===== config.mk =====
export PLATFORM = sky130hd
export DESIGN_NAME = keypad_operand_reg
export DESIGN_NICKNAME = d
export VERILOG_FILES = /design/src/rtl/keypad_operand_reg.sv
export SDC_FILE = /design/constraint.sdc
export NUM_CORES = 1
export LEC_CHECK = 0
export BUFFER_PORTS_ARGS = -buffer_cell sky130_fd_sc_hd__buf_4
export CORE_ASPECT_RATIO = 0.7
export CORE_MARGIN = 2
export CORE_UTILIZATION = 57
export CTS_CLUSTER_DIAMETER = 150
export DETAILED_ROUTE_END_ITERATION = 10
export GPL_ROUTABILITY_DRIVEN = 0
export MAX_ROUTING_LAYER = met4
export PLACE_DENSITY = 0.94
export REMOVE_ABC_BUFFERS = 1
export SYNTH_ARGS = -nofsm -noshare
export SYNTH_HDL_FRONTEND = slang
export SYNTH_SLANG_ARGS = --single-unit

===== constraint.sdc =====
create_clock -name clk -period 2.4 [get_ports clk]
set_input_delay 0.24 -clock clk [delete_from_list [all_inputs] [get_ports clk]]
set_output_delay 0.24 -clock clk [all_outputs]
set_load 0.01 [all_outputs]

===== src/rtl/keypad_operand_reg.sv =====
// Keypad operand entry: shifts BCD digits into operand A, then B, latches an operator and
// presents A-op-B to the arithmetic stage through a valid/ack handshake.
module keypad_operand_reg #(
  parameter int unsigned NDIGIT    = 4,
  parameter logic [3:0]  KEY_ADD   = 4'hA,
  parameter logic [3:0]  KEY_SUB   = 4'hB,
  parameter logic [3:0]  KEY_MUL   = 4'hC,
  parameter logic [3:0]  KEY_CLR   = 4'hD,
  parameter logic [3:0]  KEY_BKSP  = 4'hE,
  parameter logic [3:0]  KEY_ENTER = 4'hF
) (
  input  logic                clk,
  input  logic                rst_n,
  input  logic [3:0]          key_in,
  input  logic                key_valid,
  input  logic                req_ack,
  output logic [4*NDIGIT-1:0] operand_a,
  output logic [4*NDIGIT-1:0] operand_b,
  output logic [1:0]          op_code,
  output logic                req_valid,
  output logic [4*NDIGIT-1:0] disp,
  output logic [NDIGIT-1:0]   disp_blank,
  output logic                full,
  output logic [1:0]          state
);

  localparam int unsigned W  = 4 * NDIGIT;
  localparam int unsigned CW = $clog2(NDIGIT + 1);
  localparam logic [CW-1:0] CntMax = CW'(NDIGIT);

  typedef enum logic [1:0] {StA = 2'b00, StB = 2'b01, StReq = 2'b10} state_e;

  state_e        st_q;
  logic [W-1:0]  a_q, b_q;
  logic [CW-1:0] cnt_a_q, cnt_b_q;
  logic [1:0]    op_q;
  logic          full_q, rv_q;

  logic          is_digit, is_op, do_clear;
  logic [1:0]    key_op;
  logic [W-1:0]  key_ext;
  logic [CW-1:0] cnt_sel;

  always_comb begin
    is_digit = (key_in <= 4'd9);
    is_op    = 1'b1;
    key_op   = 2'b00;
    if (key_in == KEY_ADD)      key_op = 2'b00;
    else if (key_in == KEY_SUB) key_op = 2'b01;
    else if (key_in == KEY_MUL) key_op = 2'b10;
    else                        is_op  = 1'b0;
    key_ext  = W'(key_in);
    // CLR and an accepted request both empty the register; CLR wins but the result is identical.
    do_clear = (key_valid && key_in == KEY_CLR) || (st_q == StReq && req_ack);
  end

  always_ff @(posedge clk or negedge rst_n) begin
    if (!rst_n) begin
      st_q    <= StA;
      a_q     <= '0;
      b_q     <= '0;
      cnt_a_q <= '0;
      cnt_b_q <= '0;
      op_q    <= 2'b00;
      full_q  <= 1'b0;
      rv_q    <= 1'b0;
    end else begin
      full_q <= 1'b0;
      if (do_clear) begin
        st_q    <= StA;
        a_q     <= '0;
        b_q     <= '0;
        cnt_a_q <= '0;
        cnt_b_q <= '0;
        op_q    <= 2'b00;
        rv_q    <= 1'b0;
      end else if (key_valid) begin
        unique case (st_q)
          StA: begin
            if (is_digit) begin
              if (cnt_a_q < CntMax) begin
                a_q     <= (a_q << 4) | key_ext;
                cnt_a_q <= cnt_a_q + 1'b1;
              end else begin
                full_q <= 1'b1;
              end
            end else if (is_op) begin
              if (cnt_a_q != '0) begin
                op_q <= key_op;
                st_q <= StB;
              end
            end else if (key_in == KEY_BKSP && cnt_a_q != '0) begin
              a_q     <= a_q >> 4;
              cnt_a_q <= cnt_a_q - 1'b1;
            end
          end
          StB: begin
            if (is_digit) begin
              if (cnt_b_q < CntMax) begin
                b_q     <= (b_q << 4) | key_ext;
                cnt_b_q <= cnt_b_q + 1'b1;
              end else begin
                full_q <= 1'b1;
              end
            end else if (is_op) begin
              if (cnt_b_q == '0) op_q <= key_op;
            end else if (key_in == KEY_BKSP) begin
              if (cnt_b_q != '0) begin
                b_q     <= b_q >> 4;
                cnt_b_q <= cnt_b_q - 1'b1;
              end else begin
                st_q <= StA;
              end
            end else if (key_in == KEY_ENTER && cnt_b_q != '0) begin
              st_q <= StReq;
              rv_q <= 1'b1;
            end
          end
          StReq: ;
          default: begin
            st_q <= StA;
            rv_q <= 1'b0;
          end
        endcase
      end
    end
  end

  // Display follows the operand being edited; B stays on screen while the request is pending.
  always_comb begin
    disp          = (st_q == StA) ? a_q : b_q;
    cnt_sel       = (st_q == StA) ? cnt_a_q : cnt_b_q;
    disp_blank    = '0;
    for (int i = 1; i < NDIGIT; i++) begin
      disp_blank[i] = (CW'(i) >= cnt_sel);
    end
  end

  assign operand_a = a_q;
  assign operand_b = b_q;
  assign op_code   = op_q;
  assign req_valid = rv_q;
  assign full      = full_q;
  assign state     = st_q;

endmodule

==> summary.txt <==
CTS
  • Clk_lat worst skew: 300 ps
  • Sink Count: 44
  • CTS tree: yes
  • CTS buffer count: 5
  • Post-CTS Setup Inserts: 0
  • Htree depth: 2
  • Clock slew at reported path FFs: 80 ps
  • CTS resizes: 0
  • Cts hold-fix bufs: 1
  • Maximum clock path buffer count: 2
  • Root buffer cell: clkbuf_8

Worst hold path
  • Worst Hold Depth: 3
  • Tightest Hold Check Type: primary input to flop
  • Worst Hold Launch: key_in[0]
  • WHS Endpoint: op_code[0]

GRT
  • Vias in the first global route: ~2200
  • Tot GR Track Use: between 20% and 30%
  • Largest net degree at the start of global routing: 45
  • Total congestion overflow: 0
  • First-pass GRT wire length: 11200 um
  • Initial antenna violation count: 0

Floorplanning
  • Die area: roughly 5100 um2
  • Std cell rows: 20
  • IO Count: 66
  • Initial Utilization: 59.6%
  • Die Span X: 84.7 um
  • Die span in y: between 60 and 70 um
  • Core ar.: 4350 um2

STA
  • Final Skew: 9.14 ps
  • Unrepaired setup endpoints after global routing: no
  • Period utilization: between 90% and 100%
  • Final Max Slew Viols: 0
  • Min Tclk post-route: approximately 2200 ps
  • F_max: 0.455 GHz
  • Worst Tran Pin Value: 535 ps
  • Max-Slew Margin vs Limit: 64.3%
  • Hold Fails Final Rpt: 0
  • Slack of the critical path: 202 ps
  • Setup violators final: 0

Yosys
  • Post-Synthesis Cells: 265
  • Post-synth EDFFs: 0
  • Synthesized cell area: 2600 um2
  • Top cells by area, synth: dfrtp_1 42%, mux2_2 7.4%, mux2i_1 6.9%
  • Synthesized area per cell: 9.80 um2
  • Ys Warns: 0
  • Synth area leader: dfrtp_1
  • Flops & latches, synth: 44
  • Top_reg_cell synth: dfrtp_1
  • Most common cell in the synthesized netlist: dfrtp_1
  • Netlist cell types: between 40 and 50
  • Asr flop ratio synth: 100%
  • Sequential area share after synthesis: 42.4%
  • Synth cell count leaders: 44 x dfrtp_1, 27 x nand2_1, 26 x nor2_1
  • Post-synth top area share: 42.4%

Final layout
  • # diodes: 0
  • Fill cells: around 320
  • Share of cells above drive strength 1: 33.0%
  • Nets@finish: 336
  • Final Util: 73.8%
  • Layout Area Growth over Synthesis: 23.7%
  • Post-Layout Cell Count: 382

Setup path
  • Worst-path cell chain: nor2_1, buf_4, mux2_2, buf_4
  • Crit-path leading delay family: flip-flops
  • Reg2Reg Capture Point: cnt_b_q[2]
  • CP endpoint kind: output pin
  • R2R depth: 5
  • Crit Path Class: flop to output pin
  • Critical path buffer and inverter count: 2
  • CP startpoint kind: flop
  • Crit-path most repeated cell: buf_4
  • Slowest CP cell: dfrtp_1
  • WP data arrival: about 2000 ps
  • Setup slack, reg-to-reg: 400 ps
  • Reg-to-Reg Start: state[1]
  • Worst-path fanout max: 17
  • Critical Path Max Stage Delay: 560 ps
  • Worst EP required: 2160 ps

Routing
  • Iteration-0 DRC count of the detailed router: 259
  • DRT Wirelength: a little under 7000 um
  • Drt wl/cell: 17.7 um
  • Drt pass-1 iters: 4
  • Antenna-violating nets left: 0
  • Via density: 6.27
  • Vias post-DR: between 2000 and 2500
  • # DRC: 0

Pwr
  • Pwr/cell area: around 1400 nW/um2
  • Leak pwr: 1.46 nW
  • Total power: 4.55 mW
  • Worst VDD drop: 0.852 mV

Status
  • Status: completed

Placement
  • Pre-CTS WS: between 400 and 500 ps
  • Detail Placement HPWL: 4710 um
  • I/O Buffers: 64
  • Placed cell count: 373

Job
  • Max-cap violations: 0
==> cell type report <==
| class | instances | area (um2) | share of cell area, % |
|---|---|---|---|
| multi-input combinational | 198 | 1350 | 42.0 |
| sequential | 44 | 1100 | 34.3 |
| timing repair buffer | 74 | 571 | 17.8 |
| clock buffer | 5 | 68.8 | 2.14 |
| tap | 55 | 68.8 | 2.14 |
| clock inverter | 3 | 42.5 | 1.32 |
| inverter | 3 | 11.3 | 0.351 |
==> worst max path at each step <==
stage	from	endpoint	slack [ps]	cells after the start
6_report	state[0]	disp[3]	200	4
5_1_grt	state[0]	disp_blank[2]	30	5
4_1_cts	state[0]	disp[3]	210	4
3_5_place_dp	key_in[2]	cnt_b_q[2]	490	8
3_3_place_gp	state[1]	cnt_b_q[2]	530	5
2_1_floorplan	state[0]	disp_blank[2]	-170	4
==> flip-flops by register name (all words and copies together) (netlist names) <==
register and cells:
state 2, cnt_b_q 3, op_code 2, cnt_a_q 3
full 1, req_valid 1, operand_a 16, operand_b 16
==> per-stage QoR <==
stage          hold slack (ps)  cell area, um2  TNS (ps)
3_3_place_gp               260            3090         0
5_1_grt                    302            3210         0
3_5_place_dp               260            3090         0
4_1_cts                    278            3210         0
6_report                   284            3210         0
2_1_floorplan            -55.6            2460      -243
==> cells in the final DEF (no fill, tap or decap), types with 3 or more instances in the layout <==
master     n
a211oi_2   4
nand2b_1   3
o31ai_1    3
mux2i_1   18
nor2b_1    3
xnor2_1    4
dfrtp_1   44
nand2_1   27
a311oi_1   3
nand3_1   11
buf_4     72
a211oi_1  12
clkbuf_8   5
o21ai_0    6
mux2_2    17
nor3_1     3
o211ai_1   5
nor2_1    26
a21oi_1   23
and3_1     4
==> where the power goes <==
| part | total (mW) | switching, mW | internal, mW |
|---|---|---|---|
| combinational | 2.43 | 1.14 | 1.29 |
| sequential | 1.56 | 0.492 | 1.07 |
| clock | 0.562 | 0.254 | 0.308 |
| total | 4.55 | 1.88 | 2.66 |
==> tightest hold or removal path: stages <==
cell and delay, ps:
buf_4 150, nand2_1 70, o22ai_1 70
==> layer usage <==
| layer | routed length [um] | GRT usage, % | vias to the layer above |
|---|---|---|---|
| met5 | 0 | - | - |
| met4 | 25 | 6.35 | 0 |
| met3 | 593 | 4.35 | 4 |
| met2 | 3200 | 45.8 | 135 |
| met1 | 2940 | 40.1 | 1170 |
| li1 | - | - | 1087 |
==> logic make-up (layout without fill, tap and decap cells) <==
| kind of cell | Yosys count | after routing | synth area share (%) |
|---|---|---|---|
| compound gates | 68 | 68 | 18.7 |
| xor+xnor | 4 | 4 | 1.35 |
| fa+ha+maj | 2 | 2 | 1.54 |
| buf+inv | 23 | 85 | 5.64 |
| flops | 44 | 44 | 42.4 |
| mux | 35 | 35 | 14.3 |
| other cells | 1 | 1 | 0.144 |
| simple gates | 88 | 88 | 15.9 |
(Power assumes the default switching activity.)
